**config.mk**
```make
export PLATFORM = sky130hd
export DESIGN_NAME = axi_pwm_custom_capture
export DESIGN_NICKNAME = d
export VERILOG_FILES = /design/src/rtl/axi_pwm_custom_capture.sv
export SDC_FILE = /design/constraint.sdc
export NUM_CORES = 1
export LEC_CHECK = 0
export CORE_ASPECT_RATIO = 2
export CORE_UTILIZATION = 55
export DETAILED_ROUTE_END_ITERATION = 16
export PLACE_DENSITY = 0.84
export SYNTH_ARGS = -nofsm -noshare
export SYNTH_HDL_FRONTEND = slang
export SYNTH_SLANG_ARGS = --single-unit
```
**constraint.sdc**
```tcl
create_clock -name pwm_clk -period 4.8 [get_ports pwm_clk]
set_input_delay 0.96 -clock pwm_clk [delete_from_list [all_inputs] [get_ports pwm_clk]]
set_output_delay 0.96 -clock pwm_clk [all_outputs]
set_load 0.02 [all_outputs]
```
**src/rtl/axi_pwm_custom_capture.sv**
```systemverilog
`timescale 1ns/1ps
// axi_pwm_custom_capture
// Receive side of the 12-bit PWM LED link: decodes the high time of each of
// NUM_CH asynchronous PWM inputs into a duty code (high cycles per 2**CNT_W
// cycle period) and strobes it towards the AXI capture registers.
// Optional build macro: PWM_CAPTURE_DEGLITCH_EN (3-sample level filter after
// the synchronizer; drops pulses shorter than 3 cycles, adds 2 cycles to both
// edges so measured duty is unchanged).
//
// state  | meaning
// -------+-------------------------------------------------------------
// S_IDLE | no period in flight; waiting for a rise, timing out to static
// S_HIGH | inside the high phase, counting high and period cycles
// S_LOW  | inside the low phase, counting period cycles until next rise
module axi_pwm_custom_capture #(
    parameter int NUM_CH      = 6,
    parameter int CNT_W       = 12,
    parameter int SYNC_STAGES = 2,
    parameter int TIMEOUT     = 4112
) (
    input  logic                    pwm_clk,
    input  logic                    rstn,
    input  logic [NUM_CH-1:0]       pwm_in,
    output logic [CNT_W*NUM_CH-1:0] duty_out,
    output logic [NUM_CH-1:0]       duty_valid,
    output logic [NUM_CH-1:0]       period_err
);

    localparam int PER_W = CNT_W + 2;
    localparam logic [PER_W-1:0] PERIOD_NOM = PER_W'(2**CNT_W);
    localparam logic [PER_W-1:0] TIMEOUT_C  = PER_W'(TIMEOUT);
    localparam logic [PER_W-1:0] PER_MAX    = '1;
    localparam logic [CNT_W-1:0] DUTY_MAX   = '1;

    localparam logic [1:0] S_IDLE = 2'd0;
    localparam logic [1:0] S_HIGH = 2'd1;
    localparam logic [1:0] S_LOW  = 2'd2;

    // Cycles after reset until the edge detector compares two real samples.
    // Before that the cleared pipeline would fake a rise on a pin that is
    // already high, and the first published period would be a partial one.
`ifdef PWM_CAPTURE_DEGLITCH_EN
    localparam int WARM = SYNC_STAGES + 3;
`else
    localparam int WARM = SYNC_STAGES + 1;
`endif
    localparam int WARM_W = $clog2(WARM + 1);

    logic [WARM_W-1:0] warm_cnt;
    logic              warm_done;

    assign warm_done = (warm_cnt == WARM_W'(WARM));

    // Post-reset warm-up counter shared by all channels.
    always_ff @(posedge pwm_clk) begin
        if (!rstn) begin
            warm_cnt <= '0;
        end else if (!warm_done) begin
            warm_cnt <= warm_cnt + 1'b1;
        end
    end

    for (genvar ch = 0; ch < NUM_CH; ch++) begin : g_ch
        logic [SYNC_STAGES-1:0] sync_q;
        logic                   s;
        logic                   p;
        logic                   rise;
        logic                   fall;
        logic                   timeout;
        logic [1:0]             state;
        logic [CNT_W-1:0]       hi_cnt;
        logic [CNT_W-1:0]       hi_inc;
        logic [PER_W-1:0]       per_cnt;
        logic [PER_W-1:0]       per_inc;
        logic [CNT_W-1:0]       static_code;
        logic [CNT_W-1:0]       duty_q;
        logic                   valid_q;
        logic                   err_q;

        // Metastability synchronizer for the asynchronous pin.
        always_ff @(posedge pwm_clk) begin
            if (!rstn) begin
                sync_q <= '0;
            end else begin
                sync_q <= {sync_q[SYNC_STAGES-2:0], pwm_in[ch]};
            end
        end

`ifdef PWM_CAPTURE_DEGLITCH_EN
        logic dg_d1;
        logic dg_d2;
        logic dg_lvl;

        // A new level is taken only once three consecutive samples agree;
        // otherwise the previously accepted level is held.
        assign s = (sync_q[SYNC_STAGES-1] == dg_d1 && dg_d1 == dg_d2) ? dg_d1 : dg_lvl;

        // Sample history and accepted level for the deglitch filter.
        always_ff @(posedge pwm_clk) begin
            if (!rstn) begin
                dg_d1  <= 1'b0;
                dg_d2  <= 1'b0;
                dg_lvl <= 1'b0;
            end else begin
                dg_d1  <= sync_q[SYNC_STAGES-1];
                dg_d2  <= dg_d1;
                dg_lvl <= s;
            end
        end
`else
        assign s = sync_q[SYNC_STAGES-1];
`endif

        assign rise        = s & ~p & warm_done;
        assign fall        = ~s & p;
        assign timeout     = (per_cnt == TIMEOUT_C);
        assign per_inc     = (per_cnt == PER_MAX) ? per_cnt : per_cnt + 1'b1;
        assign hi_inc      = (hi_cnt == DUTY_MAX) ? hi_cnt : hi_cnt + 1'b1;
        assign static_code = s ? DUTY_MAX : '0;

        // Previous-level register for edge detection.
        always_ff @(posedge pwm_clk) begin
            if (!rstn) begin
                p <= 1'b0;
            end else begin
                p <= s;
            end
        end

        // Measurement FSM: counts high and period cycles, publishes on the
        // closing rise or on timeout. A rise beats a coincident timeout.
        always_ff @(posedge pwm_clk) begin
            if (!rstn) begin
                state   <= S_IDLE;
                hi_cnt  <= '0;
                per_cnt <= '0;
                duty_q  <= '0;
                valid_q <= 1'b0;
                err_q   <= 1'b0;
            end else begin
                valid_q <= 1'b0;
                case (state)
                    S_IDLE: begin
                        if (rise) begin
                            hi_cnt  <= CNT_W'(1);
                            per_cnt <= PER_W'(1);
                            state   <= S_HIGH;
                        end else if (timeout) begin
                            duty_q  <= static_code;
                            valid_q <= 1'b1;
                            per_cnt <= '0;
                        end else begin
                            per_cnt <= per_inc;
                        end
                    end
                    S_HIGH: begin
                        if (timeout) begin
                            duty_q  <= static_code;
                            valid_q <= 1'b1;
                            per_cnt <= '0;
                            state   <= S_IDLE;
                        end else if (fall) begin
                            per_cnt <= per_inc;
                            state   <= S_LOW;
                        end else begin
                            hi_cnt  <= hi_inc;
                            per_cnt <= per_inc;
                        end
                    end
                    S_LOW: begin
                        if (rise) begin
                            duty_q  <= hi_cnt;
                            valid_q <= 1'b1;
                            if (per_cnt != PERIOD_NOM) begin
                                err_q <= 1'b1;
                            end
                            hi_cnt  <= CNT_W'(1);
                            per_cnt <= PER_W'(1);
                            state   <= S_HIGH;
                        end else if (timeout) begin
                            duty_q  <= static_code;
                            valid_q <= 1'b1;
                            per_cnt <= '0;
                            state   <= S_IDLE;
                        end else begin
                            per_cnt <= per_inc;
                        end
                    end
                    default: begin
                        state   <= S_IDLE;
                        per_cnt <= '0;
                    end
                endcase
            end
        end

        assign duty_out[CNT_W*ch +: CNT_W] = duty_q;
        assign duty_valid[ch]              = valid_q;
        assign period_err[ch]              = err_q;
    end

endmodule

```
==> flow_results.org <==
** Drt
- In the detailed route, the total length drawn on met3 is 968 microns.
- In the routed design, unresolved DRC markers number 0.
- After the first detailed-routing iteration, the DRC count stood at 391.
- Routed WL :: 28.7 mm
- In the final routed layout, each cell accounts on average for between 15 and 20 microns.
- In the routed layout, each cell is associated on average with a via count of around 6.
- The detailed router placed 10900 vias in this run.
- The pre-antenna-repair detailed-routing pass consisted of 5 iterations.
- After detailed routing, the wire length on met1 is 10.7 mm.
- The detail route stage leaves a number of antenna-violating nets equal to 0.
- Summed over all nets, wire length on met2 after detailed routing comes to 15.8 mm.
- After detailed routing, no signal wire sits above met4.

** Place
- In this run the cell area measured after placement is approximately 13000 sq um.
- Half-perimeter wire length after detailed placement :: approximately 20 mm
- Once placement completed, the tool counted placed cells totaling 1757.
- The congestion estimate from routability-driven global placement came to 0.868.
- Buffers on Ports :: 91

** Timing
- In this run the tightest slew margin relative to its limit is 27.9%.
- Worst clock skew on the final layout :: 0.0150 ns
- Clock period minus final worst setup slack :: 2.62 ns
- Setup violations remaining at the end of the flow were counted as 0.
- Transition time at the pin with the least slew margin :: 1.07 ns
- Final Hold Viols :: 0
- Static timing analysis puts the maximum clock frequency at 0.381 GHz.
- Summed over all failing endpoints, the final setup total negative slack is 0 ns.
- Dividing the final minimum period by the clock period gives 54.6%.
- The final number of max-transition violations was 0.
- Setup repair after global routing left no endpoint under its margin.

** Die
- Starting density of the core :: around 56%
- Die area :: ~23000 sq um
- In this run the count of I/O pins placed on the die edge is 92.
- Chip Height :: ~220 microns
- Overall die width :: 109 microns
- Floorplan row count :: 77
- The floorplan step defined a core boundary enclosing 22200 sq um.

** Clocking
- CTS max path bufs :: 3
- In this run, CTS created clock tree buffers numbering 24.
- In this run the number of H-tree levels came out at 1.
- CTS Root Buffer Type :: sky130_fd_sc_hd__clkbuf_16
- Post-CTS repair changed the size of 0 cells.
- Clock input transition at the sequential cells of the worst setup and hold paths :: 0.07 ns
- For this design, the sink count on the clock tree is 272.
- Buffer count from post-CTS setup fixing :: 0
- Clock Latency Late Sink :: ~0.53 ns
- CTS tree :: yes
- Number of buffers added to fix hold violations after cts :: 0

** Synth
- Distinct cells, synth :: 76
- After synthesis, the largest area contributor takes up 43.6% of total cell area.
- Count of flip-flops with a built-in enable after synthesis :: 0
- Counting every net in the synthesized netlist gives 1491.
- Sequential-to-total area share from yosys stat :: 43.6%
- Synthesis inferred 272 register bits.
- Cell taking the most area after synthesis :: sky130_fd_sc_hd__dfxtp_1
- Synthesis produced 1464 cells.
- Warnings from Yosys :: 0
- Leading post-synthesis cells by cell area :: sky130_fd_sc_hd__dfxtp_1, sky130_fd_sc_hd__nor2_1, sky130_fd_sc_hd__nor3_1, sky130_fd_sc_hd__a21oi_1, sky130_fd_sc_hd__nand2_1
- Share of synthesized registers carrying an async set or reset :: 0%
- Cell with the most instances after synthesis :: sky130_fd_sc_hd__dfxtp_1
- In this run the cell area of the synthesized design comes to ~12000 sq um.
- A synthesized cell averages roughly 8.5 sq um.
- By count the netlist is led by sky130_fd_sc_hd__dfxtp_1, sky130_fd_sc_hd__nor2_1, sky130_fd_sc_hd__nor3_1.
- Commonest register cell after synthesis :: sky130_fd_sc_hd__dfxtp_1

** Layout
- Final standard cell count with taps included and fillers excluded :: between 1500 and 2000
- Fraction of layout cells with a size suffix above 1 :: ~6.4%
- Compared with the post-synthesis result, the final layout area differs by 14.1%.
- Once layout is done, the placed cells without fillers occupy ~14000 sq um.
- In the final design database the tool counted about 1500 nets.
- # diodes :: 0

** Job
- Maximum Capacitance Violations :: 0

** Critical path
- CP arrival :: 3.08 ns
- CP Capture Type :: flip-flop
- Critical path type :: reg2reg
- In this run the worst path has a maximum fanout of 18.
- Startpoint Class :: flip-flop
- Worst endpoint required time :: 5.25 ns

** Global routing
- Vias in the first global route :: 10700
- For this run, the total global-route usage over all layers was measured as about a quarter.
- Wire length of the first global-routing pass :: 48.2 mm
- Summed over all layers, the global routing overflow is 0.
- Entering global routing, the biggest net connects 39 pins.
- Antenna violations before repair :: 0

** Min path
- Tightest Hold Check Type :: reg2reg

** Pwr
- Pwr/cell area :: 327 nW/um^2
- The worst-case IR drop observed on VDD is 0.285 mV.
- Part of the total power dissipated in sequential elements :: 50.0%
- In this run switching power makes up between 20% and 30% of total power.
- Clock network power share :: between 40% and 50%
- P_int :: 3.64 mW
- The analysis attributes to cell leakage a power of 5.17 nW.
- Summed over all nets, the switching power comes to just over 1 mW.
- Combinational logic burns 4.5% of the power.

** Status
- Outcome :: complete, no violations
## power by group through the flow
stage          sequential, mW  clock, mW  combinational (mW)
2_1_floorplan            2.38          0               0.137
3_3_place_gp             2.38          0               0.201
3_5_place_dp             2.38          0               0.208
4_1_cts                  2.33       2.16               0.210
5_1_grt                  2.33       2.27               0.233
6_report                 2.33       2.12               0.208
## cells in the final DEF (no fill, tap or decap), types with 12 or more instances in the layout
cell type / count
sky130_fd_sc_hd__xnor2_1: 31
sky130_fd_sc_hd__nor3_1: 87
sky130_fd_sc_hd__a21oi_1: 73
sky130_fd_sc_hd__mux2i_1: 25
sky130_fd_sc_hd__dfxtp_1: 272
sky130_fd_sc_hd__ha_1: 19
sky130_fd_sc_hd__a31oi_1: 14
sky130_fd_sc_hd__nand2_1: 81
sky130_fd_sc_hd__nand4_1: 45
sky130_fd_sc_hd__nor2_1: 257
sky130_fd_sc_hd__clkbuf_16: 25
sky130_fd_sc_hd__o21ai_0: 48
sky130_fd_sc_hd__clkdlybuf4s50_1: 90
sky130_fd_sc_hd__nor2b_1: 15
sky130_fd_sc_hd__and4_1: 19
sky130_fd_sc_hd__inv_1: 30
sky130_fd_sc_hd__nand3_1: 55
sky130_fd_sc_hd__xor2_1: 28
sky130_fd_sc_hd__nor4_1: 14
sky130_fd_sc_hd__o31ai_1: 12
sky130_fd_sc_hd__and2_1: 33
sky130_fd_sc_hd__and3_1: 25
sky130_fd_sc_hd__o2111ai_1: 16
sky130_fd_sc_hd__or3_1: 32
## area by class of cell
class                   instances  area, sq um
clock buffers                  31          678
clock inverters                12          190
fillers                      1911         7910
inverters                      30          113
multi-input cells            1084         6550
flip-flops and latches        272         5450
well taps                     276          345
repair buffers                 95          936
## state kept, by name (all words and copies together), names as in the netlist, 6 cells and up
| register | flops |
|---|---|
| g_ch.hi_cnt | 72 |
| g_ch.duty_q | 72 |
| g_ch.valid_q | 6 |
| g_ch.err_q | 6 |
| g_ch.p | 6 |
| g_ch.state | 12 |
| g_ch.per_cnt | 84 |
| g_ch.sync_q | 12 |
## worst max-delay path, cell delays in order (launching register included)
cell and delay (ns):
sky130_fd_sc_hd__dfxtp_1 0.35, sky130_fd_sc_hd__ha_1 0.59, sky130_fd_sc_hd__nand4bb_1 0.35, sky130_fd_sc_hd__o21ai_2 0.20, sky130_fd_sc_hd__o211ai_2 0.35, sky130_fd_sc_hd__or4_1 0.56, sky130_fd_sc_hd__a21oi_1 0.14
## through the flow
| stage | util (%) | hold WS, ns | setup WS (ns) | power [mW] |
|---|---|---|---|---|
| final | 64.3 | 0.432 | 2.18 | 4.66 |
| after global placement | 60.4 | 0.416 | 1.96 | 2.58 |
| after detailed placement | 60.4 | 0.417 | 1.83 | 2.59 |
| after floorplan | - | 0.412 | 2.78 | 2.52 |
| after CTS | 64.3 | 0.433 | 2.14 | 4.70 |
| after global routing | 64.3 | 0.443 | 1.95 | 4.83 |
## cell families after synthesis
kind of cell	share of synthesized area, %
AND/OR/NAND/NOR	31.0
flip-flops	43.6
AO/OA/AOI/OAI	13.3
buffers and inverters	4.03
XOR/XNOR	4.14
multiplexers	2.09
adder cells (fa/ha/maj)	1.90
## metal layers
| metal | up-vias | track usage, % |
|---|---|---|
| li1 | 5332 | - |
| met1 | 5193 | 24.5 |
| met2 | 253 | 48.5 |
| met3 | 90 | 2.61 |
| met4 | 0 | 13.0 |
| met5 | - | 0 |
## final timing paths
path / startpoint / to / slack (ns) / depth (start not counted)
max: warm_cnt[0]$_SDFFE_PN0P_ / g_ch[2].hi_cnt[11]$_SDFFE_PN0P_ / 2.18 / 6
min: g_ch[5].sync_q[0]$_SDFF_PN0_ / g_ch[5].sync_q[1]$_SDFF_PN0_ / 0.43 / 1
max reg2reg: warm_cnt[0]$_SDFFE_PN0P_ / g_ch[2].hi_cnt[11]$_SDFFE_PN0P_ / 2.18 / 6
min reg2reg: g_ch[5].sync_q[0]$_SDFF_PN0_ / g_ch[5].sync_q[1]$_SDFF_PN0_ / 0.43 / 1
Note: power is estimated with default switching activity, not from simulation.
